## src/rtl/toggle_sequencer.sv

```systemverilog
// toggle_sequencer
//   Command-driven controller for a WIDTH-bit register built from T stages.
//   Each accepted command produces a toggle vector over one or more EXEC cycles.
//   The register only ever updates as q <= q ^ t_vec.
//
//   state | meaning
//   ------+--------------------------------------------------------------
//   IDLE  | waiting for a command, cmd_ready high
//   EXEC  | applying t_vec, one step per cycle, remaining-step counter runs down
//   DONE  | one-cycle completion pulse, wrapped valid
//
// Ports
//   clk        single clock, rising edge
//   rst        synchronous active-high reset
//   cmd_valid  command present
//   cmd_ready  high in IDLE; accept = cmd_valid & cmd_ready at an edge
//   cmd_op     00 TOGGLE, 01 COUNT_UP, 10 COUNT_DOWN, 11 CLEAR
//   cmd_arg    toggle mask (TOGGLE) or step count (COUNT_*); ignored for CLEAR
//   q / qbar   T-stage register and its inverse
//   t_vec      toggle vector applied at the next edge (0 outside EXEC)
//   busy       high in EXEC and DONE
//   done       high exactly in DONE
//   wrapped    high with done if any count step wrapped during the command
module toggle_sequencer #(
  parameter int WIDTH = 8
) (
  input  logic             clk,
  input  logic             rst,
  input  logic             cmd_valid,
  output logic             cmd_ready,
  input  logic [1:0]       cmd_op,
  input  logic [WIDTH-1:0] cmd_arg,
  output logic [WIDTH-1:0] q,
  output logic [WIDTH-1:0] qbar,
  output logic [WIDTH-1:0] t_vec,
  output logic             busy,
  output logic             done,
  output logic             wrapped
);

  localparam logic [1:0] OP_TOGGLE = 2'b00;
  localparam logic [1:0] OP_UP     = 2'b01;
  localparam logic [1:0] OP_DOWN   = 2'b10;
  localparam logic [1:0] OP_CLEAR  = 2'b11;

  typedef enum logic [1:0] {
    IDLE = 2'b00,
    EXEC = 2'b01,
    DONE = 2'b10
  } state_t;

  state_t           state, state_nxt;
  logic [WIDTH-1:0] q_r;
  logic [1:0]       op_r;
  logic [WIDTH-1:0] mask_r;
  logic [WIDTH-1:0] cnt_r;
  logic             wrap_r;

  logic             accept;
  logic             cmd_is_count;
  logic             step_wraps;
  logic [WIDTH-1:0] up_t;
  logic [WIDTH-1:0] dn_t;
  logic [WIDTH-1:0] t_vec_c;
  logic [WIDTH-1:0] low_mask;

  assign accept       = cmd_valid && (state == IDLE);
  assign cmd_is_count = (cmd_op == OP_UP) || (cmd_op == OP_DOWN);

  // Carry/borrow chains written as independent prefix reductions so no
  // bit of the chain depends on another bit of the same vector.
  always_comb begin
    up_t     = '0;
    dn_t     = '0;
    low_mask = '0;
    for (int i = 0; i < WIDTH; i++) begin
      low_mask = (WIDTH'(1) << i) - WIDTH'(1);
      up_t[i]  = &(q_r | ~low_mask);
      dn_t[i]  = &(~q_r | ~low_mask);
    end
  end

  always_comb begin
    t_vec_c    = '0;
    step_wraps = 1'b0;
    if (state == EXEC) begin
      case (op_r)
        OP_TOGGLE: t_vec_c = mask_r;
        OP_UP: begin
          t_vec_c    = up_t;
          step_wraps = &q_r;
        end
        OP_DOWN: begin
          t_vec_c    = dn_t;
          step_wraps = (q_r == '0);
        end
        default:   t_vec_c = q_r;
      endcase
    end
  end

  always_comb begin
    state_nxt = state;
    case (state)
      IDLE: begin
        if (cmd_valid) begin
          if (cmd_is_count && (cmd_arg == '0)) state_nxt = DONE;
          else                                 state_nxt = EXEC;
        end
      end
      EXEC: begin
        if (cnt_r == WIDTH'(1)) state_nxt = DONE;
      end
      DONE:    state_nxt = IDLE;
      default: state_nxt = IDLE;
    endcase
  end

  always_ff @(posedge clk) begin
    if (rst) begin
      state  <= IDLE;
      q_r    <= '0;
      op_r   <= OP_TOGGLE;
      mask_r <= '0;
      cnt_r  <= '0;
      wrap_r <= 1'b0;
    end else begin
      state <= state_nxt;
      q_r   <= q_r ^ t_vec_c;
      if (accept) begin
        op_r   <= cmd_op;
        mask_r <= cmd_arg;
        // TOGGLE and CLEAR are single-step commands.
        cnt_r  <= cmd_is_count ? cmd_arg : WIDTH'(1);
        wrap_r <= 1'b0;
      end else if (state == EXEC) begin
        cnt_r <= cnt_r - WIDTH'(1);
        if (step_wraps) wrap_r <= 1'b1;
      end
    end
  end

  assign q         = q_r;
  assign qbar      = ~q_r;
  assign t_vec     = t_vec_c;
  assign cmd_ready = (state == IDLE);
  assign busy      = (state != IDLE);
  assign done      = (state == DONE);
  assign wrapped   = (state == DONE) && wrap_r;

endmodule

```

## config.mk

```make
export PLATFORM = sky130hd
export DESIGN_NAME = toggle_sequencer
export DESIGN_NICKNAME = d
export VERILOG_FILES = /design/src/rtl/toggle_sequencer.sv
export SDC_FILE = /design/constraint.sdc
export NUM_CORES = 1
export LEC_CHECK = 0
export CAP_MARGIN = 20
export CORE_MARGIN = 4
export CORE_UTILIZATION = 52
export CTS_CLUSTER_DIAMETER = 200
export DETAILED_ROUTE_END_ITERATION = 6
export PLACE_DENSITY = 0.83
export SETUP_SLACK_MARGIN = 0.5
export SKIP_CTS_REPAIR_TIMING = 1
export SYNTH_ARGS = -nofsm -noshare
export SYNTH_HDL_FRONTEND = slang
export SYNTH_SLANG_ARGS = --single-unit
```

## constraint.sdc

```tcl
create_clock -name clk -period 4.7 [get_ports clk]
set_clock_uncertainty 0.05 [all_clocks]
set_input_delay 1.175 -clock clk [delete_from_list [all_inputs] [get_ports clk]]
set_output_delay 1.175 -clock clk [all_outputs]
set_load 0.02 [all_outputs]
```

* Yosys cells after proc, flatten, opt, wreduce, memory -nomap -nowiden
Index checks and enable logic that the tools add are counted.
** Storage, ports and cells
- Logic and storage cells :: 55
- Bits in writable memories :: 0
- Register bits after elaboration :: 29
- Input bits :: 13
- Bits in latches :: 0
- Memories kept :: 0
- Bits in read-only memories :: 0
- Output and inout bits :: 28
** Operators by class
- Add/subtract/negate cells :: 1
- Reduce and logical (&&, ||, !) cells :: 26
- Order comparisons :: 0
- Equal/unequal tests :: 9
- Bitwise gates (word level) :: 2
- Shift-type cells :: 0
- $mul :: 0
- Muxes and demuxes :: 11
- Div/mod/pow operators :: 0
** Operators by type and width (count)
- $mux W8 :: 4
- $pmux W8 S3 :: 1
- $logic_not A8 Y1 :: 2
- $reduce_and A7 Y1 :: 2
- $reduce_and A6 Y1 :: 2
- $reduce_and A5 Y1 :: 2
- $eq A8 B1 Y1 const B :: 1
- $not A8 Y8 :: 1
- $reduce_and A2 Y1 :: 4
- $reduce_and A4 Y1 :: 2
- $reduce_and A8 Y1 :: 1
- $sub A8 B1 Y8 const B :: 1
- $xor A8 B8 Y8 :: 1
- $eq A2 B1 Y1 const B :: 3
- $eq A2 B2 Y1 const B :: 3
- $mux W2 :: 3
- $reduce_and A3 Y1 :: 2
- $logic_not A2 Y1 :: 2
- $pmux W2 S2 :: 1
- $reduce_bool A2 Y1 :: 2
- $logic_and A1 B1 Y1 :: 3
- $ne A2 B1 Y1 const B :: 1
- $ne A2 B2 Y1 const B :: 1
- $pmux W1 S2 :: 1
- other kinds (3) :: 3

* Depth between registers and ports, before layout
Gate-level depths: netlist (run 1).
- Depth after elaboration :: 6
- Depth in mapped cells :: 7
- Mapped depth without buffers :: 6

* Worst setup path after synthesis (run 1)
OpenSTA, ideal clock, no wires.
- Path kind :: register -> output
- From :: register q_r[2], in the netlist q[2]
- To :: output t_vec[7]
- Stages on the path, launching flop included :: 6
- Setup slack :: 1.488 ns
- Arrival time :: 1.987 ns
- Required time :: 3.475 ns
- Path buffers :: 1
- Path through :: dfxtp_1 > buf_6 > or4_2 > o21ai_1 > a211oi_1 > a211oi_1
** On the way
- Cells in the longest elaborated chain, start to end :: 4
- Elaborated cells between the ends (all ways) :: 5
- Those cells by class :: mux (2); bitwise (1); reduce/logical (2)
** RTL lines
- start: declaration :: RTL line 53 : logic [WIDTH-1:0] q_r;
- start signal: assignment :: RTL line 129 : q_r <= q_r ^ t_vec_c;
- $not A8 Y8
- $reduce_and A7 Y1 :: RTL line 79 : dn_t[i] = &(~q_r | ~low_mask);
- $pmux W8 S3 * :: RTL line 87 : case (op_r)
- $mux W8 * :: RTL line 86 : if (state == EXEC) begin
- end: declaration :: RTL line 35 : output logic [WIDTH-1:0] t_vec,
Mark *: on every way between the ends. The rest lies on a longest branch, timed or not.

* Worst setup path after layout (run 1)
- From :: register op_r[0]
- To :: output t_vec[5]
** On the way
- Cells in the longest elaborated chain, start to end :: 3
- Elaborated cells between the ends (all ways) :: 5
- Those cells by class :: eq/ne (2); mux (2); reduce/logical (1)
** RTL lines
- start: declaration :: RTL line 54 : logic [1:0] op_r;
- start signal: assignment :: RTL line 131 : op_r <= cmd_op;
- $eq A2 B2 Y1 (tied with other cells) :: RTL line 87
- $pmux W8 S3 * :: RTL line 87
- $mux W8 * :: RTL line 86
Marked as above.

==> results.tsv, run 1 <==
stage	metric	value	unit
run_status	status	completed	
timing	slew_viol_final	0	
power_and_ir_drop	vdd_drop_max	215	uV
clock_tree	clk_pin_slew	0.10	ns
min_path	holdCritStartpoint	mask_r[6]	
grt	grt_max_degree	23	
power_and_ir_drop	clockPowerShare	0.216	
power_and_ir_drop	seq_power_share	0.440	
floorplan	die_x	66.2	um
cells_and_area	diodes	0	
timing	max_slew_margin	0.483	
cells_and_area	fill_cells	276	
grt	grt_pass1_wl	7850	um
routing	drtIter0Drc	132	
cells_and_area	fin_nets	285	
clock_tree	cts_htree_levels	2	
clock_tree	cts_buffers	5	
placement	dpl_cell_area	0.00217	mm^2
worst_setup_path	cp-start-kind	flip-flop	
timing	finalCriticalPeriod	3.96	ns
worst_setup_path	r2r-start	op_r[0]	
timing	max_freq	0.253	GHz
worst_setup_path	crit_chain	inv_1, ha_1, or4b_4, or3_1, a31oi_2, a21boi_2, clkdlybuf4s50_1	
cells_and_area	final_common_cell	clkdlybuf4s50_1	
logic_synthesis	synth-async-reset-ratio	0	
floorplan	die_area	0.00439	mm^2
floorplan	start_util	0.560	
power_and_ir_drop	p_sw_frac	0.361	
grt	grt-ovfl-total	0	
clock_tree	cts_buffer_depth	2	
cells_and_area	fin_area	0.00222	mm^2
worst_setup_path	critPathKind	reg2out	
floorplan	num_io_pins	41	
timing	tightestPinTransition	0.775	ns
power_and_ir_drop	p_int	0.434	mW
placement	place_hpwl	3360	um
logic_synthesis	synth_cells	231	
grt	grt_use_total	0.225	
floorplan	die_h	66.2	um
logic_synthesis	syn_area_per_cell	7.64	um^2
routing	wirelength	4600	um
worst_setup_path	crit_required	3.47	ns
cells_and_area	multi_input_area	0.00105	mm^2
timing	rsz0062_at_grt	false	
logic_synthesis	yosys_warnings	0	
logic_synthesis	synth.largest_area_cell	dfxtp_1	
worst_setup_path	cp.arrival	2.74	ns
timing	setup_ws	0.740	ns
worst_setup_path	crit_buf_inv	2	
logic_synthesis	ys_seq_area_frac	0.329	
floorplan	rows	20	
flow_run	drv_cap	0	
power_and_ir_drop	power_density	306	mW/mm^2
cells_and_area	mostFrequentLayoutCells	clkdlybuf4s50_1, nand2_1, dfxtp_1, a21oi_1, nor2_1	
floorplan	core_area	0.00315	mm^2
timing	setup_viol_count_final	0	
clock_tree	cts_tree	yes	
power_and_ir_drop	fin_total_pwr	0.679	mW
routing	wl_per_cell	14.8	um
logic_synthesis	yosysUniqueCellTypes	55	
timing	holdWs	0.415	ns
power_and_ir_drop	power_leakage	0.807	nW
cells_and_area	syn_to_final_growth	25.9	%
routing	antenna_left	0	
routing	drc	0	
routing	dr_total_vias	1836	
cells_and_area	regArea	581	um^2
timing	tns	0	ns
cells_and_area	final_layout_size_suffix_gt1_frac	0.0637	
clock_tree	clk_latency	0.32	ns
placement	place_ws	1.09	ns
logic_synthesis	synth_area	0.00176	mm^2
logic_synthesis	syn_nets	250	
worst_setup_path	max_stage_delay	0.61	ns
timing	hold_violations	0	
worst_setup_path	slowest_stage	clkdlybuf4s50_1	
logic_synthesis	ys_ff_latch	29	
worst_setup_path	critPathTopFamily	simple AND/OR/NAND/NOR gates	
logic_synthesis	synth_edf_count	0	
power_and_ir_drop	power_switching	0.245	mW
logic_synthesis	yosysTopAreaCellShare	0.329	
logic_synthesis	yosys-top-cells-area	dfxtp_1, a21oi_1, nand2_1	
worst_setup_path	endpoint_kind	output pin	
routing	via_per_inst	5.90	
min_path	hold_path.class	reg2reg	
placement	gp_congestion	0.887	
logic_synthesis	dominantRegCellSynth	dfxtp_1	
worst_setup_path	critPathMaxFanout	4	
grt	antenna_found_initial	0	
timing	finalCritPeriodShare	0.843	
placement	port_buffers	40	
worst_setup_path	cp-startpoint	op_r[0]	
power_and_ir_drop	combPwrFrac	0.344	
clock_tree	root_buffer	clkbuf_4	
clock_tree	cts_num_sinks	29	
routing	drtPass1Iterations	4	
grt	grt_pass1_vias	1737	
-- path summary, 6_finish.rpt --
| kind | cells past startpoint | slack (ns) | endpoint |
|---|---|---|---|
| worst max register to register | 6 | 2.60 | q[5] |
| worst min-delay path | 2 | 0.42 | mask_r[6] |
| worst max-delay path | 7 | 0.74 | t_vec[5] |
| worst min register to register | 2 | 0.42 | mask_r[6] |
-- layout make-up --
cell class / instances / share of cell area
multi-input combinational: 170 / 0.474
sequential: 29 / 0.261
timing repair buffer: 42 / 0.187
inverter: 18 / 0.0304
tap: 44 / 0.0248
clock buffer: 8 / 0.0220
-- cells in the mapped netlist (2+ instances only) --
library cell,count
dfxtp_1,29
nand2_1,29
a21oi_1,22
nor2_1,21
inv_1,18
clkbuf_1,10
nor3_1,9
a211oi_1,8
ha_1,6
nand3_1,6
nor4_1,6
a31oi_1,4
o21ai_0,4
or3_1,4
a21boi_0,3
mux2i_1,3
a21o_1,2
a221oi_1,2
buf_2,2
nand2b_1,2
nand4_1,2
o21ai_1,2
o221ai_1,2
or2_2,2
or3b_2,2
or4b_1,2
-- state kept, by name, summed over array words and instances (netlist names) --
register  flops
op_r          2
q             8
wrap_r        1
mask_r        8
state         2
cnt_r         8
-- worst register-to-register path, cell delays in order, from the launching register on --
cell and delay, ns:
dfxtp_1 0.35, inv_1 0.08, ha_1 0.19, or4b_4 0.47, or3_1 0.34, a31oi_2 0.19
mux2_1 0.33
-- per-layer routing --
layer | global-route usage | routed length, um | vias to the layer above
li1 | - | - | 907
met1 | 0.285 | 2040 | 857
met2 | 0.369 | 2180 | 68
met3 | 0.0595 | 355 | 4
met4 | 0.0685 | 24 | 0
met5 | 0 | 0 | -
-- cells by family (layout without fill, tap and decap cells) --
logic type | after synthesis | count (layout) | share of synthesized area
AND/OR/NAND/NOR | 92 | 92 | 0.262
AO/OA/AOI/OAI | 65 | 65 | 0.253
buffers and inverters | 32 | 68 | 0.0738
flip-flops | 29 | 29 | 0.329
adder cells (fa/ha/maj) | 6 | 6 | 0.0426
multiplexers | 5 | 5 | 0.0298
XOR/XNOR | 2 | 2 | 0.00993
-- metrics by stage --
step,instances,util
after floorplan,231,-
after global routing,311,0.704
after global placement,303,0.689
final,311,0.704
after detailed placement,303,0.689
after CTS,311,0.704
-- power by group through the flow --
stage	logic [mW]	clock network [mW]	registers, mW
final	0.233	0.147	0.299
after global routing	0.259	0.159	0.304
after CTS	0.232	0.148	0.298
after detailed placement	0.232	0	0.304
after global placement	0.228	0	0.302
after floorplan	0.154	0	0.299
(Power assumes the default switching activity.)
==> inputs of run 2 (changes only) <==
- CORE_UTILIZATION: 52 -> 45
- PLACE_DENSITY: 0.83 -> 0.76
- clock period: 4.7 -> 3.45 ns (I/O delays scaled with it)
==> run 2 against run 1 <==
- first-iteration DRC count is 76% higher
- flip-flop and latch count stayed put
- design area is 7.3% higher
- critical path depth stayed put
- via count is 0.11% higher
- combinational power is 46% higher
- utilization is 6.3 points lower
- clock power is 77% higher
- sequential power is 36% higher
==> results.tsv, run 2 (synthesized netlist as in run 1, its figures left out) <==
stage	metric	value	unit
run_status	status	completed	
floorplan	num_io_pins	41	
grt	grt-ovfl-total	0	
worst_setup_path	max_stage_delay	0.46	ns
power_and_ir_drop	vdd_drop_max	250	uV
timing	hold_violations	0	
power_and_ir_drop	power_density	423	mW/mm^2
worst_setup_path	reg2reg_depth	6	
floorplan	start_util	0.475	
clock_tree	cts_buffers	5	
worst_setup_path	r2r-start	op_r[0]	
cells_and_area	reg_top3	cnt_r x8, mask_r x8, q x8	
timing	tightestPinTransition	0.689	ns
min_path	hold_path.class	reg2reg	
clock_tree	clk_pin_slew	0.06	ns
cells_and_area	syn_to_final_growth	35.0	%
cells_and_area	diodes	0	
clock_tree	cts_tree	yes	
placement	port_buffers	40	
timing	setup_ws	0.344	ns
routing	wirelength	4790	um
cells_and_area	final_common_cell	clkdlybuf4s50_1	
grt	antenna_found_initial	0	
worst_setup_path	crit_required	2.54	ns
routing	via_per_inst	5.74	
power_and_ir_drop	fin_total_pwr	1.01	mW
worst_setup_path	critPathMaxFanout	4	
worst_setup_path	reg2reg_slack	1.38	ns
power_and_ir_drop	power_leakage	0.933	nW
cells_and_area	final_layout_size_suffix_gt1_frac	0.151	
worst_setup_path	endpoint	t_vec[5]	
grt	grt_pass1_vias	1651	
routing	wl_per_cell	15.0	um
routing	drc	0	
worst_setup_path	slowest_stage	or4b_4	
placement	place_hpwl	3370	um
timing	max_slew_margin	0.538	
floorplan	die_area	0.00499	mm^2
routing	drtIter0Drc	232	
placement	gp_congestion	0.911	
grt	grt_use_total	0.183	
worst_setup_path	cp.arrival	2.19	ns
cells_and_area	mostFrequentLayoutCells	clkdlybuf4s50_1, nand2_1, dfxtp_1, a21oi_1, nor2_1	
floorplan	core_area	0.00372	mm^2
worst_setup_path	path_depth	7	
clock_tree	cts_htree_levels	2	
clock_tree	cts_buffer_depth	2	
floorplan	die_h	70.6	um
worst_setup_path	cp-start-kind	flip-flop	
cells_and_area	fin_util	0.641	
timing	finalCritPeriodShare	0.900	
grt	grt_max_degree	25	
clock_tree	clk_latency	0.27	ns
timing	holdWs	0.409	ns
timing	setup_viol_count_final	0	
worst_setup_path	endpoint_kind	output pin	
cells_and_area	fin_nets	290	
worst_setup_path	worstReg2RegEnd	q[5]	
clock_tree	cts_num_sinks	29	
worst_setup_path	cp-startpoint	op_r[0]	
floorplan	rows	22	
worst_setup_path	critPathTopFamily	simple AND/OR/NAND/NOR gates	
placement	place_ws	0.156	ns
timing	max_freq	0.322	GHz
floorplan	die_x	70.6	um
min_path	min_path_cells	2	
routing	drtPass1Iterations	4	
routing	dr_total_vias	1838	
timing	rsz0062_at_grt	true	
routing	antenna_left	0	
worst_setup_path	crit_chain	inv_4, ha_4, or4b_4, or3_1, a31oi_2, a21boi_2, clkbuf_2	
clock_tree	root_buffer	clkbuf_8	
flow_run	drv_cap	0	
timing	finalCriticalPeriod	3.11	ns
worst_setup_path	crit_buf_inv	2	
grt	grt_pass1_wl	7570	um
cells_and_area	fill_cells	331	
worst_setup_path	critPathKind	reg2out	
timing	slew_viol_final	0	
## run 2: cell count changes in the layout (fill, tap and decap cells not counted), moves of 2 or more
cell	change
clkdlybuf4s50_1	-8
clkbuf_4	-5
clkbuf_8	+5
clkbuf_2	+2
dlymetal6s2s_1	+4
ha_1	-3
dfxtp_1	-3
buf_4	+6
ha_2	+2
dfxtp_2	+2
## run 2: final cells by class
type	instances	area, um^2	area share
Clock buffer	8	80.1	0.0336
Sequential cell	29	587	0.246
Tap cell	48	60.1	0.0252
Inverter	18	70.1	0.0294
Multi-Input combinational cell	170	1140	0.478
Timing Repair Buffer	47	445	0.187
## run 2: worst min-delay path by stage
stage / startpoint / to
final: mask_r[4] / mask_r[4]
after global routing: mask_r[3] / mask_r[3]
after CTS: mask_r[4] / mask_r[4]
after detailed placement: mask_r[7] / mask_r[7]
after global placement: mask_r[7] / mask_r[7]
after floorplan: mask_r[2] / mask_r[2]
## run 2: per-stage QoR
| step | std cells | cell area [um^2] | setup TNS, ns |
|---|---|---|---|
| after CTS | 319 | 2290 | -0.233 |
| after global routing | 320 | 2380 | 0 |
| after detailed placement | 311 | 2210 | 0 |
| after floorplan | 231 | 1760 | 0 |
| after global placement | 311 | 2210 | 0 |
| final | 320 | 2380 | 0 |
## run 2: where the power goes
part	switching, mW	leakage, nW	internal [mW]
clock network	0.117	0.0395	0.143
logic	0.187	0.654	0.154
registers	0.0396	0.239	0.368
## run 2: routing by layer
| metal | part of all wire | up-vias | global-route usage |
|---|---|---|---|
| li1 | - | 916 | - |
| met1 | 0.45 | 847 | 0.239 |
| met2 | 0.47 | 70 | 0.297 |
| met3 | 0.066 | 5 | 0.0511 |
| met4 | 0.014 | 0 | 0.0501 |
| met5 | 0 | - | 0 |
## run 2: tightest hold or removal path: cells and delay by family, from the launching register on
family	cells	cell delay, ns
flops	1	0.31
simple gates	1	0.05
compound gates	1	0.05
==> inputs of run 3 (changes only) <==
- GPL_TIMING_DRIVEN: unset -> 0
==> run 3 against run 2 <==
- clock power rose by 42%
- cell count grew 2.8%
- fmax hardly changed
- combinational power grew 5%
- global-route usage is 2.4 points higher
- flip-flop and latch count did not move
- die area unchanged
- count of clock-buffer cells in the layout down 1
- via count rose by 5.3%
- critical path depth is the same
- critical path type unchanged
- critical endpoint unchanged
- highest routed layer unchanged
==> results.tsv, run 3 (synthesized netlist as in run 1, its figures left out) <==
stage	metric	value	unit
run_status	status	completed	
floorplan	die_h	70.6	um
cells_and_area	fin_nets	299	
routing	via_per_inst	5.88	
cells_and_area	final_common_cell	clkdlybuf4s50_1	
placement	port_buffers	40	
min_path	hold_path.class	reg2reg	
worst_setup_path	cp.arrival	2.19	ns
clock_tree	cts_buffer_depth	2	
worst_setup_path	critPathMaxFanout	4	
timing	slew_viol_final	0	
routing	drc	0	
floorplan	core_area	0.00372	mm^2
timing	hold_violations	0	
grt	grt_max_degree	11	
routing	dr_total_vias	1936	
clock_tree	clk_pin_slew	0.06	ns
cells_and_area	final_layout_size_suffix_gt1_frac	0.160	
floorplan	die_area	0.00499	mm^2
clock_tree	root_buffer	clkbuf_8	
cells_and_area	fin_util	0.657	
routing	wl_per_cell	15.8	um
cells_and_area	reg_top3	cnt_r x8, mask_r x8, q x8	
cells_and_area	syn_to_final_growth	38.4	%
power_and_ir_drop	power_leakage	0.953	nW
worst_setup_path	max_stage_delay	0.46	ns
grt	grt-ovfl-total	0	
clock_tree	cts_buffers	5	
cells_and_area	multi_input_area	0.00113	mm^2
cells_and_area	regArea	586	um^2
routing	antenna_left	0	
timing	setup_viol_count_final	0	
timing	rsz0062_at_grt	true	
routing	drtIter0Drc	217	
worst_setup_path	crit_chain	inv_4, ha_4, or4b_4, or3_1, a31oi_2, a21boi_2, clkbuf_2	
floorplan	num_io_pins	41	
worst_setup_path	critPathKind	reg2out	
placement	place_hpwl	3630	um
timing	setup_ws	0.346	ns
worst_setup_path	cp-start-kind	flip-flop	
timing	max_slew_margin	0.537	
timing	holdWs	0.406	ns
power_and_ir_drop	power_density	462	mW/mm^2
clock_tree	cts_tree	yes	
floorplan	start_util	0.475	
clock_tree	cts_htree_levels	2	
placement	place_ws	0.133	ns
placement	gp_congestion	0.924	
worst_setup_path	crit_required	2.54	ns
timing	finalCriticalPeriod	3.10	ns
routing	drtPass1Iterations	5	
flow_run	drv_cap	0	
floorplan	rows	22	
timing	finalCritPeriodShare	0.900	
grt	grt_pass1_vias	1759	
grt	antenna_found_initial	0	
grt	grt_pass1_wl	8400	um
worst_setup_path	endpoint_kind	output pin	
clock_tree	clk_latency	0.28	ns
worst_setup_path	slowest_stage	or4b_4	
cells_and_area	fill_cells	321	
timing	tightestPinTransition	0.691	ns
cells_and_area	mostFrequentLayoutCells	clkdlybuf4s50_1, nand2_1, dfxtp_1, a21oi_1, nor2_1	
grt	grt_use_total	0.207	
cells_and_area	diodes	0	
floorplan	die_x	70.6	um
clock_tree	cts_num_sinks	29	
routing	wirelength	5200	um
power_and_ir_drop	vdd_drop_max	269	uV
timing	tns	0	ns
timing	max_freq	0.322	GHz
## run 3: cell count changes in the layout (fill, tap and decap cells not counted), sizes merged
| cell | before | now |
|---|---|---|
| bufinv | 0 | 1 |
| buf | 9 | 10 |
| clkbuf | 10 | 18 |
| dlymetal6s2s | 4 | 3 |
## run 3: worst paths after layout
kind,startpoint,to,slack [ns],cells after the start
worst max-delay path,op_r[0],t_vec[5],0.35,7
worst min-delay path,mask_r[2],mask_r[2],0.41,2
worst max register to register,op_r[0],q[5],1.39,6
worst min register to register,mask_r[2],mask_r[2],0.41,2
## run 3: where the power goes
part | internal (mW) | total [mW] | switching (mW) | leakage, nW
Combinational | 0.158 | 0.357 | 0.199 | 0.655
Sequential | 0.367 | 0.400 | 0.0323 | 0.239
Clock | 0.235 | 0.370 | 0.135 | 0.0585
## run 3: stage by stage
step / area, um^2 / cells / total power, mW
floorplan: 1760 / 231 / 0.617
global placement: 2220 / 319 / 0.729
detailed placement: 2220 / 319 / 0.736
CTS: 2340 / 327 / 1.10
global route: 2440 / 329 / 1.18
finish: 2440 / 329 / 1.13
## run 3: layout make-up
| type | count | area share |
|---|---|---|
| multi-input combinational | 170 | 0.465 |
| clock inverter | 1 | 0.0123 |
| tap | 48 | 0.0246 |
| buffer | 14 | 0.0277 |
| sequential | 29 | 0.240 |
| timing repair buffer | 42 | 0.167 |
| clock buffer | 7 | 0.0354 |
| inverter | 18 | 0.0287 |
## run 3: per-layer routing
layer  global-route usage  vias to the layer above  share of wire
li1                     -                      935              -
met5                    0                        -              0
met3               0.0526                        9          0.070
met1                0.281                      920           0.43
met4               0.0605                        0          0.015
met2                0.326                       72           0.49
## run 3: worst max-delay path, delay by kind of cell (launching register included)
family | cells | cell delay [ns]
buffers and inverters | 2 | 0.23
and+or+nand+nor | 2 | 0.79
DFF | 1 | 0.36
adders and majority gates | 1 | 0.13
AOI/OAI and AO/OA | 2 | 0.39
